`src/rtl/stream_gen_pkg.sv`:
```
// ============================================================================
// stream_gen_pkg : shared encodings for the stream pattern generator
// Rev 1.0
// ============================================================================
`default_nettype none

package stream_gen_pkg;

  typedef enum logic [1:0] {
    MODE_INCR  = 2'd0,
    MODE_LFSR  = 2'd1,
    MODE_CONST = 2'd2,
    MODE_WALK  = 2'd3
  } mode_e;

  typedef enum logic [1:0] {
    ST_IDLE = 2'd0,
    ST_GAP  = 2'd1,
    ST_SEND = 2'd2
  } state_e;

  localparam logic [15:0] DEFAULT_POLY = 16'h002D;

endpackage

`default_nettype wire

```
`src/rtl/stream_pattern_gen_if.sv`:
```
// ============================================================================
// stream_pattern_gen_if : valid/ready/last data channel
// Rev 1.0
// ============================================================================
`default_nettype none

interface stream_pattern_gen_if #(
  parameter int DW = 16
);

  logic          valid;
  logic          ready;
  logic [DW-1:0] data;
  logic          last;

  modport master (output valid, output data, output last, input ready);
  modport slave  (input valid, input data, input last, output ready);

endinterface

`default_nettype wire

```
`src/rtl/stream_pattern_step.sv`:
```
// ============================================================================
// stream_pattern_step : combinational next-data function for each pattern mode
// Rev 1.0
// ============================================================================
`default_nettype none

module stream_pattern_step
  import stream_gen_pkg::*;
#(
  parameter int            DW   = 16,
  parameter logic [DW-1:0] POLY = DW'(DEFAULT_POLY)
) (
  input  mode_e         mode_i,
  input  logic [DW-1:0] data_i,
  output logic [DW-1:0] data_o
);

  always_comb begin
    data_o = data_i;
    case (mode_i)
      MODE_INCR:  data_o = data_i + DW'(1);
      // Galois form: shift left, fold the feedback mask in when the MSB falls out
      MODE_LFSR:  data_o = {data_i[DW-2:0], 1'b0} ^ (data_i[DW-1] ? POLY : '0);
      MODE_CONST: data_o = data_i;
      MODE_WALK:  data_o = {data_i[DW-2:0], data_i[DW-1]};
      default:    data_o = data_i;
    endcase
  end

endmodule

`default_nettype wire

```
`src/rtl/stream_pattern_gen.sv`:
```
// ============================================================================
// stream_pattern_gen : programmable patterned burst source on a valid/ready channel
// Rev 1.0
// ============================================================================
`default_nettype none

module stream_pattern_gen
  import stream_gen_pkg::*;
#(
  parameter int            DW   = 16,
  parameter int            GAPW = 8,
  parameter int            LENW = 16,
  parameter logic [DW-1:0] POLY = DW'(DEFAULT_POLY)
) (
  input  logic                 clk,
  input  logic                 rst,
  input  logic                 start_i,
  input  logic                 stop_i,
  input  logic [1:0]           cfg_mode_i,
  input  logic [GAPW-1:0]      cfg_gap_i,
  input  logic [LENW-1:0]      cfg_len_i,
  input  logic [DW-1:0]        cfg_seed_i,
  stream_pattern_gen_if.master down,
  output logic                 busy_o,
  output logic                 done_o,
  output logic [LENW-1:0]      beat_cnt_o
);

  state_e          state_q;
  mode_e           mode_q;
  logic [GAPW-1:0] gap_q;
  logic [GAPW-1:0] gap_cnt_q;
  logic [LENW-1:0] len_q;
  logic [LENW-1:0] beat_cnt_q;
  logic [LENW-1:0] beat_cnt_d;
  logic [DW-1:0]   data_q;
  logic [DW-1:0]   data_d;
  logic [DW-1:0]   seed_d;
  logic            valid_q;
  logic            last_q;
  logic            busy_q;
  logic            done_q;
  logic            stop_pend_q;

  mode_e cfg_mode;
  logic  handshake;
  logic  last_cur;
  logic  last_nxt;
  logic  end_run;

  stream_pattern_step #(
    .DW   (DW),
    .POLY (POLY)
  ) u_step (
    .mode_i (mode_q),
    .data_i (data_q),
    .data_o (data_d)
  );

  assign cfg_mode   = mode_e'(cfg_mode_i);
  // An all-zero LFSR state would never leave zero
  assign seed_d     = (cfg_mode == MODE_LFSR && cfg_seed_i == '0) ? DW'(1) : cfg_seed_i;
  assign beat_cnt_d = beat_cnt_q + LENW'(1);
  assign handshake  = valid_q && down.ready;
  assign last_cur   = (len_q != '0) && (beat_cnt_q == len_q - LENW'(1));
  assign last_nxt   = (len_q != '0) && (beat_cnt_d == len_q - LENW'(1));
  assign end_run    = last_q || stop_pend_q || stop_i;

  always_ff @(posedge clk) begin
    if (rst) begin
      state_q     <= ST_IDLE;
      mode_q      <= MODE_INCR;
      gap_q       <= '0;
      gap_cnt_q   <= '0;
      len_q       <= '0;
      beat_cnt_q  <= '0;
      data_q      <= '0;
      valid_q     <= 1'b0;
      last_q      <= 1'b0;
      busy_q      <= 1'b0;
      done_q      <= 1'b0;
      stop_pend_q <= 1'b0;
    end else begin
      done_q <= 1'b0;
      case (state_q)
        ST_IDLE: begin
          if (start_i && !stop_i) begin
            mode_q      <= cfg_mode;
            gap_q       <= cfg_gap_i;
            len_q       <= cfg_len_i;
            data_q      <= seed_d;
            beat_cnt_q  <= '0;
            busy_q      <= 1'b1;
            stop_pend_q <= 1'b0;
            if (cfg_gap_i != '0) begin
              gap_cnt_q <= cfg_gap_i;
              state_q   <= ST_GAP;
            end else begin
              state_q <= ST_SEND;
              valid_q <= 1'b1;
              last_q  <= (cfg_len_i == LENW'(1));
            end
          end
        end
        ST_GAP: begin
          if (stop_i) begin
            state_q <= ST_IDLE;
            busy_q  <= 1'b0;
            done_q  <= 1'b1;
          end else if (gap_cnt_q == GAPW'(1)) begin
            state_q <= ST_SEND;
            valid_q <= 1'b1;
            last_q  <= last_cur;
          end else begin
            gap_cnt_q <= gap_cnt_q - GAPW'(1);
          end
        end
        ST_SEND: begin
          if (stop_i) begin
            stop_pend_q <= 1'b1;
          end
          // valid/data/last only move on an accepted beat
          if (handshake) begin
            beat_cnt_q <= beat_cnt_d;
            data_q     <= data_d;
            if (end_run) begin
              state_q <= ST_IDLE;
              valid_q <= 1'b0;
              last_q  <= 1'b0;
              busy_q  <= 1'b0;
              done_q  <= 1'b1;
            end else if (gap_q != '0) begin
              state_q   <= ST_GAP;
              gap_cnt_q <= gap_q;
              valid_q   <= 1'b0;
              last_q    <= 1'b0;
            end else begin
              last_q <= last_nxt;
            end
          end
        end
        default: begin
          state_q <= ST_IDLE;
          valid_q <= 1'b0;
          last_q  <= 1'b0;
          busy_q  <= 1'b0;
        end
      endcase
    end
  end

  assign down.valid = valid_q;
  assign down.data  = data_q;
  assign down.last  = last_q;
  assign busy_o     = busy_q;
  assign done_o     = done_q;
  assign beat_cnt_o = beat_cnt_q;

endmodule

`default_nettype wire

```
`src/flat_wrapper.sv`:
```
// flat-port wrapper written by rule: the top's interface ports become plain ports
module stream_pattern_gen_flat import stream_gen_pkg::*;
#(
  parameter int            DW   = 16,
  parameter int            GAPW = 8,
  parameter int            LENW = 16,
  parameter logic [DW-1:0] POLY = DW'(DEFAULT_POLY)
)
  (clk, rst, start_i, stop_i, cfg_mode_i, cfg_gap_i, cfg_len_i, cfg_seed_i, busy_o, done_o, beat_cnt_o, down_valid, down_data, down_last, down_ready);
  stream_pattern_gen_if #(.DW(DW)) down_i ();
  input  logic clk;
  input  logic rst;
  input  logic start_i;
  input  logic stop_i;
  input  logic [1:0] cfg_mode_i;
  input  logic [GAPW-1:0] cfg_gap_i;
  input  logic [LENW-1:0] cfg_len_i;
  input  logic [DW-1:0] cfg_seed_i;
  output logic busy_o;
  output logic done_o;
  output logic [LENW-1:0] beat_cnt_o;
  output wire logic [$bits(down_i.valid)-1:0] down_valid;
  output wire logic [$bits(down_i.data)-1:0] down_data;
  output wire logic [$bits(down_i.last)-1:0] down_last;
  input wire logic [$bits(down_i.ready)-1:0] down_ready;
  assign down_valid = down_i.valid;
  assign down_data = down_i.data;
  assign down_last = down_i.last;
  assign down_i.ready = down_ready;
  stream_pattern_gen #(.DW(DW), .GAPW(GAPW), .LENW(LENW), .POLY(POLY)) u_core (.clk(clk), .rst(rst), .start_i(start_i), .stop_i(stop_i), .cfg_mode_i(cfg_mode_i), .cfg_gap_i(cfg_gap_i), .cfg_len_i(cfg_len_i), .cfg_seed_i(cfg_seed_i), .down(down_i), .busy_o(busy_o), .done_o(done_o), .beat_cnt_o(beat_cnt_o));
endmodule
```
`config.mk`:
```
export PLATFORM = sky130hd
export DESIGN_NAME = stream_pattern_gen_flat
export DESIGN_NICKNAME = d
export VERILOG_FILES = /design/src/rtl/stream_gen_pkg.sv /design/src/rtl/stream_pattern_gen_if.sv /design/src/rtl/stream_pattern_step.sv /design/src/rtl/stream_pattern_gen.sv /design/src/flat_wrapper.sv
export SDC_FILE = /design/constraint.sdc
export NUM_CORES = 1
export LEC_CHECK = 0
export CAP_MARGIN = 20
export CORE_UTILIZATION = 58
export CTS_BUF_LIST = sky130_fd_sc_hd__clkbuf_16
export DETAILED_ROUTE_END_ITERATION = 6
export PLACE_DENSITY = 0.9
export SLEW_MARGIN = 20
export SYNTH_ARGS = -nofsm -noshare
export SYNTH_HDL_FRONTEND = slang
export SYNTH_SLANG_ARGS = --single-unit
```
`constraint.sdc`:
```
create_clock -name clk -period 4.2 [get_ports clk]
set_input_delay 1.05 -clock clk [delete_from_list [all_inputs] [get_ports clk]]
set_output_delay 1.05 -clock clk [all_outputs]
set_load 0.005 [all_outputs]
```
# ---- After elaboration in Yosys (flattened, before gate mapping)
# Index checks and enable logic that the tools add are counted.
dict set report classes {
  addsub 4
  eq_ne 25
  n_mux 53
  bitwise_logic 1
  reduce_logical 25
}
# cell count
set op_table {}
lappend op_table {{16-bit two-way mux} 5}
lappend op_table {{16-bit case mux with 2 select lines} 2}
lappend op_table {{8-bit two-way mux} 7}
lappend op_table {{16-bit case mux with 3 select lines} 1}
lappend op_table {{16-bit by 1-bit adder with 16-bit output, second input constant} 2}
lappend op_table {{16-bit equality test} 2}
lappend op_table {{8-bit case mux with 3 select lines} 1}
lappend op_table {{1-bit two-way mux} 23}
lappend op_table {{16-bit by 1-bit equality test with 1-bit output, second input constant} 1}
lappend op_table {{16-bit zero test} 1}
lappend op_table {{16-bit nonzero test} 1}
lappend op_table {{8-bit nonzero test} 2}
lappend op_table {{16-bit by 1-bit subtractor with 16-bit output, second input constant} 1}
lappend op_table {{16-bit by 6-bit bitwise XOR with 16-bit output} 1}
lappend op_table {{2-bit two-way mux} 7}
lappend op_table {{2-bit != test, second input constant} 7}
lappend op_table {{2-bit by 1-bit != test with 1-bit output, second input constant} 6}
lappend op_table {{4-bit AND reduction} 3}
lappend op_table {{1-bit case mux with 3 select lines} 3}
lappend op_table {{8-bit by 1-bit equality test with 1-bit output, second input constant} 1}
lappend op_table {{8-bit AND reduction} 1}
lappend op_table {{8-bit by 1-bit subtractor with 8-bit output, second input constant} 1}
lappend op_table {{2-bit by 1-bit equality test with 1-bit output, second input constant} 3}
lappend op_table {{2-bit equality test, second input constant} 3}
lappend op_table {{other kinds (15)} 23}
dict set report totals {
  register_bits 73
  inputBits 47
  out_inout_bits 36
  word_cells 120
}

# ---- Depth between registers and ports, before layout
# Gate-level depths: netlist (run 1).
dict set report logic_depth {
  ltp_word 7
  ltp_mapped 11
  mapped_depth_nobuf 9
}

# ---- Hierarchy
# Synthesis (run 1) repeated with hierarchy kept, for this count alone.
dict set report hier_totals {
  cells_unflattened 652
  area_unflattened_um2 4937.2
}
# module instances cells_each area_each_um2
set by_module_without_submodules {}
lappend by_module_without_submodules {stream_pattern_gen 1 565 4388.0}
lappend by_module_without_submodules {stream_pattern_step 1 87 549.3}

# ---- Worst setup path after synthesis (run 1)
# Ideal clock, no wire load.
dict set report synth_timing {
  path_type {in2reg}
  startpoint {in cfg_mode_i[1]}
  endpoint {reg u_core.data_q[14] (netlist: u_core.down.data[14])}
  arrival_ps 2431
  required_ps 4068
  path_slack_ps 1637
  cell_stages 5
  n_path_buf 0
  path_cell_list {or4b_2 nor4_1 nor2_1 a221oi_1 nor3_1}
}
dict set report synth_via {
  elab_chain_cells 5
}
# item line_no
set synth_rtl {}
lappend synth_rtl {{from (decl)} flat_wrapper.sv:15} ;# input logic [1:0] cfg_mode_i;
lappend synth_rtl {{2-bit by 1-bit equality test with 1-bit output} stream_pattern_gen.sv:62} ;# assign seed_d = (cfg_mode == MODE_LFSR && cfg_seed_i == '0) ? DW'(1) : cfg_seed_i;
lappend synth_rtl {{1-bit logical AND} stream_pattern_gen.sv:62}
lappend synth_rtl {{16-bit two-way mux} stream_pattern_gen.sv:62}
lappend synth_rtl {{16-bit two-way mux} stream_pattern_gen.sv:87} ;# if (start_i && !stop_i) begin
lappend synth_rtl {{16-bit case mux with 2 select lines} stream_pattern_gen.sv:85} ;# case (state_q)
lappend synth_rtl {{to (signal assigned)} stream_pattern_gen.sv:125} ;# data_q <= data_d;
lappend synth_rtl {{to (decl)} stream_pattern_gen.sv:36} ;# logic [DW-1:0] data_q;
# No other way between the ends. The select of a mux whose other input is x is not followed.
# A chain may end at the register's enable or synchronous reset.

# ---- Worst setup path in the final report (run 1)
dict set report layout_timing {
  startpoint {in cfg_gap_i[3]}
  endpoint {reg u_core.last_q (netlist: u_core.down.last)}
}
dict set report layout_via {
  elab_chain_cells 3
}
# item line_no
set layout_rtl {}
lappend layout_rtl {{from (decl)} flat_wrapper.sv:16} ;# input logic [GAPW-1:0] cfg_gap_i;
lappend layout_rtl {{8-bit nonzero test} stream_pattern_gen.sv:95} ;# if (cfg_gap_i != '0) begin
lappend layout_rtl {{2-bit != test (no source line)} n/a}
lappend layout_rtl {{5-bit AND reduction (no source line)} n/a}
lappend layout_rtl {{to (signal assigned)} stream_pattern_gen.sv:101} ;# last_q <= (cfg_len_i == LENW'(1));
lappend layout_rtl {{to (signal assigned)} stream_pattern_gen.sv:113} ;# last_q <= last_cur;
lappend layout_rtl {{to (signal assigned)} stream_pattern_gen.sv:138} ;# last_q <= last_nxt;
lappend layout_rtl {{to (decl)} stream_pattern_gen.sv:40} ;# logic last_q;
# No other way between the ends.

==> results of run 1 <==
## cells in the final DEF, fill, tap and decap left out, types with 14 or more instances in the layout
cell type / netlist / layout
o21ai_0: 32 / 32
nor3_1: 21 / 21
nand3_1: 24 / 24
nor4_1: 18 / 18
inv_1: 15 / 15
a211o_1: 14 / 14
nor2_1: 61 / 61
xnor2_1: 32 / 32
a21oi_1: 71 / 71
xor2_1: 18 / 18
dfxtp_1: 73 / 73
nand2_1: 108 / 108
clkdlybuf4s50_1: 0 / 81
## final cells by class
cell class                 instances  area share, %
clock buffer                       9          3.765
clock inverter                     7         0.6275
inverter                          15         0.9412
multi-input combinational        532          53.52
sequential                        73          24.43
tap                              105          2.196
timing repair buffer              89          14.52
## sequential cells by signal, indices dropped and copies added, names as in the netlist
register            cells
u_core.beat_cnt_o      16
u_core.down.data       16
u_core.len_q           16
u_core.gap_cnt_q        8
u_core.gap_q            8
u_core.mode_q           2
u_core.state_q          2
u_core.busy_o           1
u_core.done_o           1
u_core.down.last        1
u_core.down.valid       1
u_core.stop_pend_q      1
## routing by layer
layer  share of wire [%]  wire, µm
met5                   0         0
met4                 2.4       342
met2                  49      6870
met1                  41      5803
met3                 7.6      1066
## where the power goes
part	switching, mW	total, mW	internal (mW)
sequential	0.166	0.959	0.793
combinational	0.577	1.07	0.496
clock	0.302	0.694	0.392
total	1.05	2.73	1.68
## path summary, 6_finish.rpt
path / to / slack (ns) / start / cells after the start
max: u_core.down.last / 0.93 / cfg_gap_i[3] / 8
min: u_core.gap_q[7] / 0.48 / u_core.gap_q[7] / 2
max reg2reg: u_core.down.data[14] / 1.34 / u_core.state_q[0] / 8
min reg2reg: u_core.gap_q[7] / 0.48 / u_core.gap_q[7] / 2
## tightest hold or removal path, stage by stage, from the launching register on
cell     delay (ns)
dfxtp_1        0.32
nand2_1        0.05
a21oi_1        0.06
## kinds of logic after synthesis
kind of cell | share of synthesized area [%]
buf+inv | 4.972
fa+ha+maj | 2.550
compound gates | 21.60
mux | 1.249
xor+xnor | 9.256
flops | 29.78
simple gates | 30.60
==> impl_metrics.csv, run 1 <==
group,metric,value,unit
synth,syn_inst,662,
placement,place_ws,0.7425,ns
timing,slew_headroom,52.27,%
floorplanning,ios,83,
setup_path,cp_max_fo,5,
synth,synth-edff-count,0,
synth,synth.avg_cell_area,7.413,µm²
cells_and_area,final_area,5982,µm²
cells_and_area,final_util,72.80,%
routing,dr.first_iter.drc_count,409,
cells_and_area,finalNonFillerCells,830,
outcome,status,"finished, final reports clean",
synth,async_flop_share,0,%
setup_path,cp_top_family,"simple AND/OR/NAND/NOR gates",
setup_path,crit_required,4.43,ns
grt,grt_max_degree,37,
grt,grt_pass1_vias,4882,
timing,tightest_slew,0.7150,ns
placement,gp_congestion,0.8898,
timing,min_period,3.273,ns
clock_network,clk_pin_slew,0.06,ns
placement,portBuffers,82,
setup_path,cp_slowest_stage_delay,0.51,ns
floorplanning,fp.dieH,93.98,µm
synth,synth_cell_types,67,
clock_network,post_cts_resized,0,
floorplanning,fp.dieW,93.98,µm
synth,synthFlopType,"dfxtp_1",
grt,grt_busiest_layer,"met2",
routing,vias,5311,
placement,placed_cell_area,5719,µm²
timing,rsz0062_at_grt,"false",
power,leakagePower,2.093,nW
synth,syn_area,4907,µm²
setup_path,cp_slowest_cell,"nor4_1",
routing,via_per_inst,6.399,
clock_network,cts_hold_buf,0,
timing,finalCritPeriodShare,77.92,%
timing,fin_ws,0.9273,ns
clock_network,clkLatencyLatePin,0.34,ns
setup_path,worst-path-buf-inv,1,
setup_path,end_kind,"register",
setup_path,worstPathCellList,"clkdlybuf4s50_1 -> nor4_1 -> nand2_1 -> a221oi_2 -> nand3_1 -> nor4_1 -> a31oi_1 -> o41ai_1",
setup_path,cpMostUsedCell,"nor4_1",
grt,grt-ovfl-total,0,
synth,seq_area_frac_synth,29.78,%
synth,yosys_warnings,0,
cells_and_area,area_growth_syn_to_layout,21.90,%
cells_and_area,diodes,0,
synth,synth_nets,719,
floorplanning,initial_core_util,59.72,%
grt,grt_use_met2,54.44,%
timing,fin_skew,0.005999,ns
cells_and_area,seqCellArea,1461,µm²
timing,timing.hold.ws,0.4764,ns
timing,clock.fmax,305.6,MHz
cells_and_area,multiInputGateArea,3202,µm²
floorplanning,rows,33,
power,power_density,455.8,nW/µm²
min_path,hold_path.class,"reg -> reg",
timing,setup_viol,0,
timing,hold_viol,0,
synth,ys_seq_elements,73,
power,ir_drop,0.2719,mV
cells_and_area,final_nets,777,
grt,use_met1,42.98,%
power,total_power,2.727,mW
synth,synthTopCellsByCount,"108 x nand2_1, 73 x dfxtp_1, 71 x a21oi_1, 61 x nor2_1",
clock_network,cts.sinks,73,
clock_network,clock_path_buffers,2,
grt,track_usage,33.23,%
setup_path,crit_path_start_kind,"primary input",
synth,synthTopCellsByArea,"dfxtp_1 30%, nand2_1 8.3%, a21oi_1 7.2%",
placement,placedCellCount,814,
clock_network,cts_root_buffer,"clkbuf_16",
synth,synth_top_area_share,29.78,%
setup_path,arrival,3.50,ns
routing,ant_nets,0,
grt,antenna_found_initial,0,
routing,drt_first_pass_iters,5,
routing,drt-total-wl,14.08,mm
routing,drc,0,
clock_network,cts_max_level,3,
timing,tns,0,ns
floorplanning,dieArea,8832,µm²
floorplanning,core_area,8217,µm²
timing,drv_slew,0,
grt,grt_pass1_wl,23.30,mm
clock_network,tritoncts,"built",
synth,synth_top_cell_by_area,"dfxtp_1",
synth,synth_most_common_cell,"nand2_1",
cells_and_area,drive_above_1_share,5.931,%
cells_and_area,n_fill_cell,618,
routing,wl_per_cell,16.97,µm
setup_path,critPathKind,"in -> reg",
clock_network,cts-buffers-inserted,9,
clock_network,post_cts_buffers,0,
flow_run,maxCapViolations,0,
grt,met3_usage,5.097,%
placement,dp.final_hpwl,10.28,mm
No activity file was read; power rests on OpenSTA's default activity.
==> inputs of run 2 (changes only) <==
CORE_UTILIZATION = 54   (was 58)
PLACE_DENSITY = 0.85   (was 0.9)
clock period = 3.2 ns   (was 4.2 ns; I/O delays follow)
==> run 2 against run 1 <==
  * First-iteration DRC count stayed put
  * Wire length is 0.56% lower
  * Total power is 34% higher
  * Largest power group unchanged
  * Core utilization is 3.8 points lower
  * Non-clock buffer count is 6 higher
  * Worst hold slack better by 0.0039 ns
  * Global-route usage is 3.8 points lower
  * Flip-flop and latch count stayed put
  * Final cell count is 0.96% higher
  * Critical path type is now reg -> reg
==> impl_metrics.csv, run 2 (same netlist as run 1, synthesis figures left out) <==
group,metric,value,unit
outcome,status,"finished, final reports clean",
grt,grt_pass1_vias,4864,
setup_path,cp_top_family,"simple AND/OR/NAND/NOR gates",
clock_network,cts_max_level,3,
floorplanning,dieArea,9472,µm²
clock_network,cts_hold_buf,0,
timing,clock.fmax,365.9,MHz
setup_path,critPathKind,"reg -> reg",
power,power_density,604.9,nW/µm²
setup_path,arrival,2.96,ns
setup_path,cp_max_fo,13,
setup_path,crit_cells,9,
grt,grt-ovfl-total,0,
cells_and_area,drive_above_1_share,6.438,%
timing,finalCritPeriodShare,85.41,%
clock_network,cts.sinks,73,
placement,gp_congestion,0.9603,
grt,grt_max_degree,36,
setup_path,worst-path-buf-inv,2,
floorplanning,rows,34,
clock_network,post_cts_buffers,0,
setup_path,r2r_setup_slack,0.47,ns
clock_network,clkLatencyLatePin,0.33,ns
timing,min_period,2.733,ns
timing,tns,0,ns
routing,via_per_inst,6.251,
flow_run,maxCapViolations,0,
timing,rsz0062_at_grt,"false",
floorplanning,ios,83,
grt,track_usage,29.44,%
min_path,hold_path.class,"reg -> reg",
floorplanning,core_area,8763,µm²
routing,drt-total-wl,14.00,mm
timing,setup_viol,0,
timing,fin_skew,0.006404,ns
routing,drt_first_pass_iters,7,
routing,vias,5238,
placement,dp.final_hpwl,10.07,mm
setup_path,crit_end,"u_core.down.last",
clock_network,cts_root_buffer,"clkbuf_16",
cells_and_area,layout_commonest_cell,"nand2_1",
placement,placedCellCount,823,
clock_network,tritoncts,"built",
floorplanning,initial_core_util,56.00,%
cells_and_area,final_cell_mix,"108 x nand2_1, 81 x clkdlybuf4s50_1, 73 x dfxtp_1",
timing,tightest_slew,0.7326,ns
setup_path,r2r_start,"u_core.state_q[0]",
clock_network,cts-buffers-inserted,9,
setup_path,cp_slowest_cell,"ha_1",
grt,antenna_found_initial,0,
setup_path,worstPathCellList,"inv_1 -> ha_1 -> inv_1 -> or3_1 -> nor3_1 -> nand4_1 -> nor4_2 -> a31oi_1 -> o41ai_1",
cells_and_area,final_nets,783,
cells_and_area,diodes,0,
power,leakagePower,2.137,nW
placement,portBuffers,82,
setup_path,crit_path_start_kind,"register",
cells_and_area,area_growth_syn_to_layout,23.18,%
power,ir_drop,0.2978,mV
clock_network,clk_pin_slew,0.05,ns
routing,ant_nets,0,
floorplanning,fp.dieW,97.33,µm
setup_path,end_kind,"register",
timing,drv_slew,0,
routing,drc,0,
setup_path,startpoint,"u_core.state_q[0]",
grt,grt_pass1_wl,23.18,mm
routing,wl_per_cell,16.71,µm
routing,dr.first_iter.drc_count,409,
setup_path,crit_required,3.43,ns
cells_and_area,finalNonFillerCells,838,
setup_path,rr_worst_depth,9,
setup_path,cp_slowest_stage_delay,0.48,ns
timing,hold_viol,0,
floorplanning,fp.dieH,97.33,µm
clock_network,clock_path_buffers,2,
clock_network,post_cts_resized,0,
setup_path,cpMostUsedCell,"inv_1",
timing,slew_headroom,51.09,%
setup_path,crit-reg2reg-capture,"u_core.down.last",
run 2: changes by cell type in the layout (fill, tap and decap cells not counted), sizes merged:
cell / before / now
buf: 8 / 14
inv: 15 / 16
bufinv: 0 / 1
clkinvlp: 2 / 0
clkinv: 5 / 4
run 2: how the worst min path moves through the flow:
stage                    start               to  slack, ns  cells past startpoint
4_1_cts        u_core.gap_q[2]  u_core.gap_q[2]       0.48                      2
3_3_place_gp   u_core.gap_q[2]  u_core.gap_q[2]       0.46                      2
5_1_grt        u_core.gap_q[4]  u_core.gap_q[4]       0.51                      2
3_5_place_dp   u_core.gap_q[2]  u_core.gap_q[2]       0.47                      2
2_1_floorplan  u_core.gap_q[0]  u_core.gap_q[0]       0.44                      2
6_report       u_core.gap_q[6]  u_core.gap_q[6]       0.48                      2
run 2: worst register-to-register path: cells and delay by family (launching register included):
| family | cells | cell delay, ns |
|---|---|---|
| buf+inv | 2 | 0.47 |
| compound gates | 2 | 0.20 |
| fa+ha+maj | 1 | 0.48 |
| flops | 1 | 0.33 |
| simple gates | 4 | 1.16 |
run 2: per-layer routing:
metal / global-route usage (%) / share of wire (%) / up-vias
met5: 0 / 0 / -
met4: 11.65 / 2.4 / 0
met3: 5.036 / 7.9 / 38
met2: 48.10 / 47 / 248
met1: 38.67 / 43 / 2437
li1: - / - / 2515
run 2: per-stage QoR:
step | total power, mW | hold slack, ns | worst slack [ns] | util (%) | area [µm²]
after floorplan | 2.209 | 0.4442 | 0.8872 | - | 4907
after global placement | 2.633 | 0.4648 | 0.3121 | 65.82 | 5768
after detailed placement | 2.675 | 0.4683 | 0.2591 | 65.82 | 5768
after CTS | 3.635 | 0.4762 | 0.4691 | 68.97 | 6045
after global routing | 3.867 | 0.5061 | 0.3085 | 68.97 | 6045
final | 3.656 | 0.4803 | 0.4669 | 68.97 | 6045
run 2: report_power, final:
group	switching (mW)	leakage (nW)	internal, mW
combinational	0.762	1.40	0.679
clock	0.373	0.141	0.588
sequential	0.214	0.596	1.04
run 2: final cells by class:
cell class	count	area (µm²)
fillers	709	2719
clock inverters	6	51.30
well taps	108	135.1
flip-flops and latches	73	1461
multi-input cells	532	3202
repair buffers	95	913.4
clock buffers	9	225.2
inverters	15	56.30
